<file path="config.mk">
export PLATFORM = sky130hd
export DESIGN_NAME = para_loader
export DESIGN_NICKNAME = d
export VERILOG_FILES = /design/src/rtl/para_pkg.sv /design/src/rtl/para_mem.sv /design/src/rtl/para_loader.sv
export SDC_FILE = /design/constraint.sdc
export NUM_CORES = 1
export LEC_CHECK = 0
export CAP_MARGIN = 25
export CORE_MARGIN = 10
export CORE_UTILIZATION = 35
export DETAILED_ROUTE_END_ITERATION = 8
export GPL_TIMING_DRIVEN = 1
export SETUP_SLACK_MARGIN = 0.02
export SLEW_MARGIN = 5
export SYNTH_ARGS = -nofsm -noshare
export SYNTH_HDL_FRONTEND = slang
export SYNTH_SLANG_ARGS = --single-unit
</file>
<file path="constraint.sdc">
create_clock -name clk -period 4.56 [get_ports clk]
set_input_delay 1.14 -clock clk [delete_from_list [all_inputs] [get_ports clk]]
set_output_delay 1.14 -clock clk [all_outputs]
set_load 0.03 [all_outputs]
</file>
<file path="src/rtl/para_pkg.sv">
// Shared definitions for the parameter loader: FSM encoding and data widths.
package para_pkg;

  localparam int unsigned PARA_BYTE_W = 8;
  localparam int unsigned PARA_WORD_W = 16;
  localparam logic [PARA_WORD_W-1:0] PARA_IDLE_WORD = 16'hFFFF;

  typedef enum logic [2:0] {
    ST_IDLE = 3'd0,
    ST_HI   = 3'd1,
    ST_LO   = 3'd2,
    ST_CHK  = 3'd3,
    ST_DONE = 3'd4
  } para_state_e;

endpackage

</file>
<file path="src/rtl/para_mem.sv">
// DEPTH x 16 parameter array with one write port and a registered, gated read port.
module para_mem
  import para_pkg::*;
#(
  parameter int DEPTH  = 8,
  parameter int ADDR_W = $clog2(DEPTH)
) (
  input  logic                   clk,
  input  logic                   rst,
  input  logic                   i_we,
  input  logic [ADDR_W-1:0]      i_waddr,
  input  logic [PARA_WORD_W-1:0] i_wdata,
  input  logic                   i_re,
  input  logic                   i_loaded,
  input  logic [ADDR_W-1:0]      i_raddr,
  output logic [PARA_WORD_W-1:0] o_rdata
);

  logic [PARA_WORD_W-1:0] r_mem [DEPTH];
  logic [PARA_WORD_W-1:0] r_rdata;

  // Read samples the array before this cycle's write lands, so a same-entry
  // collision returns the old word.
  always_ff @(posedge clk) begin
    if (rst) begin
      for (int i = 0; i < DEPTH; i++) r_mem[i] <= '0;
      r_rdata <= PARA_IDLE_WORD;
    end else begin
      if (i_we) r_mem[i_waddr] <= i_wdata;
      r_rdata <= (i_re && i_loaded) ? r_mem[i_raddr] : PARA_IDLE_WORD;
    end
  end

  assign o_rdata = r_rdata;

endmodule

</file>
<file path="src/rtl/para_loader.sv">
// Byte-serial loader filling the neuron parameter store, high byte first.
// Optional trailer checksum enabled by defining PARA_CHECKSUM_EN.
module para_loader
  import para_pkg::*;
#(
  parameter int DEPTH  = 8,
  parameter int ADDR_W = $clog2(DEPTH)
) (
  input  logic                   clk,
  input  logic                   rst,
  input  logic                   load_start,
  input  logic                   in_valid,
  input  logic [PARA_BYTE_W-1:0] in_data,
  output logic                   in_ready,
  input  logic [ADDR_W-1:0]      address,
  input  logic                   readEn,
  output logic [PARA_WORD_W-1:0] dataOut,
  output logic                   busy,
  output logic                   loaded,
  output logic                   err
);

  localparam logic [ADDR_W-1:0] LAST_PTR = ADDR_W'(DEPTH - 1);

  para_state_e            r_state, w_next;
  logic [ADDR_W-1:0]      r_ptr;
  logic [PARA_BYTE_W-1:0] r_hi;
  logic                   r_loaded;
  logic                   w_xfer;
  logic                   w_we;

  always_ff @(posedge clk) begin
    if (rst) r_state <= ST_IDLE;
    else     r_state <= w_next;
  end

  always_comb begin
    w_next   = r_state;
    in_ready = 1'b0;
    case (r_state)
      ST_IDLE: if (load_start) w_next = ST_HI;
      ST_HI: begin
        in_ready = 1'b1;
        if (in_valid) w_next = ST_LO;
      end
      ST_LO: begin
        in_ready = 1'b1;
        if (in_valid) begin
          if (r_ptr == LAST_PTR) begin
`ifdef PARA_CHECKSUM_EN
            w_next = ST_CHK;
`else
            w_next = ST_DONE;
`endif
          end else begin
            w_next = ST_HI;
          end
        end
      end
`ifdef PARA_CHECKSUM_EN
      ST_CHK: begin
        in_ready = 1'b1;
        if (in_valid) w_next = ST_DONE;
      end
`endif
      ST_DONE: w_next = ST_IDLE;
      default: w_next = ST_IDLE;
    endcase
  end

  assign w_xfer = in_valid && in_ready;
  assign w_we   = (r_state == ST_LO) && w_xfer;
  assign busy   = (r_state != ST_IDLE);

`ifdef PARA_CHECKSUM_EN
  logic [PARA_BYTE_W-1:0] r_sum;
  logic                   r_err;
`endif

  always_ff @(posedge clk) begin
    if (rst) begin
      r_ptr    <= '0;
      r_hi     <= '0;
      r_loaded <= 1'b0;
`ifdef PARA_CHECKSUM_EN
      r_sum    <= '0;
      r_err    <= 1'b0;
`endif
    end else begin
      case (r_state)
        ST_IDLE: begin
          if (load_start) begin
            r_ptr    <= '0;
            r_loaded <= 1'b0;
`ifdef PARA_CHECKSUM_EN
            r_sum    <= '0;
            r_err    <= 1'b0;
`endif
          end
        end
        ST_HI: begin
          if (w_xfer) begin
            r_hi  <= in_data;
`ifdef PARA_CHECKSUM_EN
            r_sum <= r_sum + in_data;
`endif
          end
        end
        ST_LO: begin
          if (w_xfer) begin
`ifdef PARA_CHECKSUM_EN
            r_sum <= r_sum + in_data;
`endif
            // Pointer stops at the last entry; a load is exactly DEPTH words.
            if (r_ptr != LAST_PTR) r_ptr <= r_ptr + 1'b1;
          end
        end
`ifdef PARA_CHECKSUM_EN
        ST_CHK: begin
          if (w_xfer) begin
            if (in_data == r_sum) r_loaded <= 1'b1;
            else                  r_err    <= 1'b1;
          end
        end
`else
        ST_DONE: r_loaded <= 1'b1;
`endif
        default: ;
      endcase
    end
  end

`ifdef PARA_CHECKSUM_EN
  assign err = r_err;
`else
  assign err = 1'b0;
`endif
  assign loaded = r_loaded;

  para_mem #(.DEPTH(DEPTH), .ADDR_W(ADDR_W)) u_mem (
    .clk      (clk),
    .rst      (rst),
    .i_we     (w_we),
    .i_waddr  (r_ptr),
    .i_wdata  ({r_hi, in_data}),
    .i_re     (readEn),
    .i_loaded (r_loaded),
    .i_raddr  (address),
    .o_rdata  (dataOut)
  );

endmodule

</file>
==> reports/metrics.yaml <==
run_status:
  outcome: "finished clean"
critical_path:
  worstPathCellList: "clkdlybuf4s50_1 -> or4b_4 -> nor4_4 -> buf_4 -> or2_2"
  worstPathRequired_ns: 4.63
  r2r_setup_slack_ns: 2.14
  worstPathMaxFanout: 17
  worst-endpoint-arrival_ns: 3.29
  cp_num_buf_inv: 2
  crit_cells: 5
  critical_path.top_delay_family: "simple AND/OR/NAND/NOR gates"
  critical_path.endpoint: "u_mem.r_mem[4][4]$_SDFFCE_PN0P_"
  reg2reg_depth: 4
  path_class: "in -> reg"
  slowest_delay_ns: 0.64
  cp-startpoint: "in_valid"
  slowest_stage: "or4b_4"
  r2r-end: "u_mem.r_mem[4][4]$_SDFFCE_PN0P_"
  start_kind: "input port"
  r2r_start: "r_state[0]$_SDFFE_PP0P_"
  endpoint_kind: "flop"
job:
  drv_cap: 0
sta:
  fin_hold_ws_ns: 0.5449
  setup_violations: 0
  maxSlewViolCount: 0
  clock_skew_ns: 0.006189
  slew-limit-headroom_pct: 42.95
  max_freq_ghz: 0.3108
  setup-tns-final_ns: 0
  finalCriticalPeriod_ns: 3.217
  rsz0062_at_grt: "false"
  post-route-period-util_pct: 70.56
  tightest_slew_ns: 0.8557
  hold_violations: 0
cells_and_area:
  multiInputGateArea_sq_um: 2258
  drive_gt1_share_pct: 20.16
  stdcell_area_sq_um: 8040
  syn2layout_area_growth_pct: 16.46
  nFillCells: 1751
  antennaDiodeCount: 0
  nets: 491
  seqCellArea_sq_um: 4464
routing:
  drcViolationCount: 0
  vias: 3652
  drt_iter0_markers: 282
  wl_mm: 14.67
  via_per_inst: 4.863
  ant_nets: 0
  routedWlPerCell_microns: 19.54
  drt_pass1_iterations: 4
clocking:
  cts.sinks: 159
  cts_buffers: 17
  cts_resized: 0
  post_cts_buffers: 0
  path_clk_slew_ns: 0.06
  clock_latency_ns: 0.43
  ctsHoldBuffers: 0
  cts_buffer_depth: 2
  htreeDepth: 4
  root_buffer: "clkbuf_16"
  cts_tree: "built"
synthesis:
  synth_cell_type_count: 35
  yosysWarnings: 0
  synth_edf_count: 128
  async_flop_share_pct: 0
  syn_nets: 450
  synthFlopType: "edfxtp_1"
  synth_seq_area_share_pct: 64.66
  syn-cell-area_sq_um: 6904
  synth-seq-cells: 159
  synth_area_leaders: "edfxtp_1 56%, and2_1 12%, mux4_2 10%"
  yosysTopAreaCell: "edfxtp_1"
  netlist_instances: 432
  syn_area_per_cell_sq_um: 15.98
  synth.top_cell.area_share_pct: 55.67
pwr:
  power.density_nw_per_um2: 383.5
  internal-power_mw: 2.379
  seqPwrFrac_pct: 52.8
  power_mw: 3.084
  p_comb_share_pct: 5.3
  swShare_pct: 22.86
  peakVddDrop_v: 0.0002650
  p_sw_uw: 705.0
  leakage_nw: 2.839
  pwr-share-clk_pct: 41.9
die:
  rows: 51
  die_y_microns: 160.5
  io_pins: 36
  die_area_sq_um: 25740
  die_w_microns: 160.5
  core_sq_um: 19460
  start_util_pct: 35.47
global_route:
  grt_overflow: 0
  grt_start_max_net_pins: 33
  grt_pass1_vias: 3839
  groute.usage.overall_pct: 11.84
  grt_pass1_wl_mm: 23.07
  antenna_found_initial: 1
place:
  gp_congestion: 0.7625
  dpl.hpwl_mm: 9.779
  placed_area_sq_um: 7498
  port_buffers: 34
worst_hold_path:
  holdCritPathClass: "reg -> reg"
[cells by family after synthesis]
| group | after synthesis | share of synthesized area (%) |
|---|---|---|
| mux | 40 | 11.60 |
| simple gates | 176 | 17.49 |
| buf+inv | 28 | 2.718 |
| xor+xnor | 1 | 0.1269 |
| other cells | 1 | 0.05432 |
| fa+ha+maj | 2 | 0.3624 |
| flops | 159 | 64.66 |
| compound gates | 25 | 2.990 |
[Yosys cell counts, drive strengths merged (2+ instances only)]
cell       n
dfxtp     31
nor3       3
nor4       8
nand2      2
o22a      16
a21oi      3
or2        9
nor2      11
mux2i      8
mux4      32
o2bb2ai    3
edfxtp   128
inv        3
ha         2
and2     128
nor3b      2
clkbuf    10
nand2b     6
buf       15
[layout by cell type, fill, tap and decap left out, types with 2 or more instances in the layout]
| cell type | instances |
|---|---|
| inv_1 | 2 |
| clkbuf_16 | 17 |
| nand2_1 | 2 |
| clkinv_4 | 4 |
| buf_4 | 13 |
| mux4_2 | 32 |
| edfxtp_1 | 128 |
| clkinv_2 | 2 |
| nor4_4 | 8 |
| nor3_1 | 3 |
| mux2i_1 | 8 |
| ha_1 | 2 |
| nor2_1 | 11 |
| o22a_1 | 16 |
| clkdlybuf4s50_1 | 33 |
| clkinvlp_4 | 4 |
| and2_1 | 128 |
| a21oi_1 | 3 |
| nor3b_1 | 2 |
| inv_6 | 3 |
| o2bb2ai_1 | 3 |
| dfxtp_1 | 31 |
| or2_2 | 9 |
| nand2b_1 | 6 |
[worst reg2reg max path, stage by stage, from the launching register on]
cell and delay (ns):
dfxtp_1 0.40, or4b_4 0.71, nor4_4 0.25, buf_4 0.25, or2_2 0.45
[per-layer routing]
metal	vias to the layer above	wire (microns)	track usage, %
met2	102	7176	18.99
met5	-	7	0
li1	1687	-	-
met3	21	998	4.678
met1	1840	6270	14.35
met4	2	219	3.673
[state kept, by name, indices dropped and copies added, names as in the netlist]
register       flops
loaded             1
r_hi               8
r_ptr              3
r_state            3
u_mem.o_rdata     16
u_mem.r_mem      128
[power groups by stage]
stage	combinational [mW]	sequential [mW]	clock [mW]
floorplan	0.109	1.65	0
global placement	0.162	1.66	0
detailed placement	0.166	1.66	0
CTS	0.166	1.63	1.32
global route	0.174	1.63	1.39
finish	0.162	1.63	1.29
[worst min-delay path by stage]
stage,from,to,cells after the start
CTS,r_ptr[1]$_SDFFE_PP0P_,r_ptr[1]$_SDFFE_PP0P_,2
global route,r_ptr[1]$_SDFFE_PP0P_,r_ptr[1]$_SDFFE_PP0P_,2
detailed placement,r_ptr[1]$_SDFFE_PP0P_,r_ptr[1]$_SDFFE_PP0P_,2
finish,r_ptr[1]$_SDFFE_PP0P_,r_ptr[1]$_SDFFE_PP0P_,2
floorplan,r_ptr[1]$_SDFFE_PP0P_,r_ptr[1]$_SDFFE_PP0P_,2
global placement,r_ptr[1]$_SDFFE_PP0P_,r_ptr[1]$_SDFFE_PP0P_,2
[final cells by class]
type / instances / share of cell area (%)
flip-flops and latches: 159 / 55.52
multi-input cells: 245 / 28.09
repair buffers: 47 / 5.384
clock buffers: 18 / 5.338
well taps: 265 / 4.124
clock inverters: 14 / 1.401
inverters: 3 / 0.1401
[metrics by stage]
stage / utilization, % / setup WS, ns / cells
after floorplan: - / 1.776 / 432
after global placement: 38.53 / 0.9481 / 719
after detailed placement: 38.53 / 0.9056 / 719
after CTS: 41.31 / 1.362 / 751
after global routing: 41.31 / 1.258 / 751
final: 41.31 / 1.343 / 751
(Power assumes the default switching activity.)
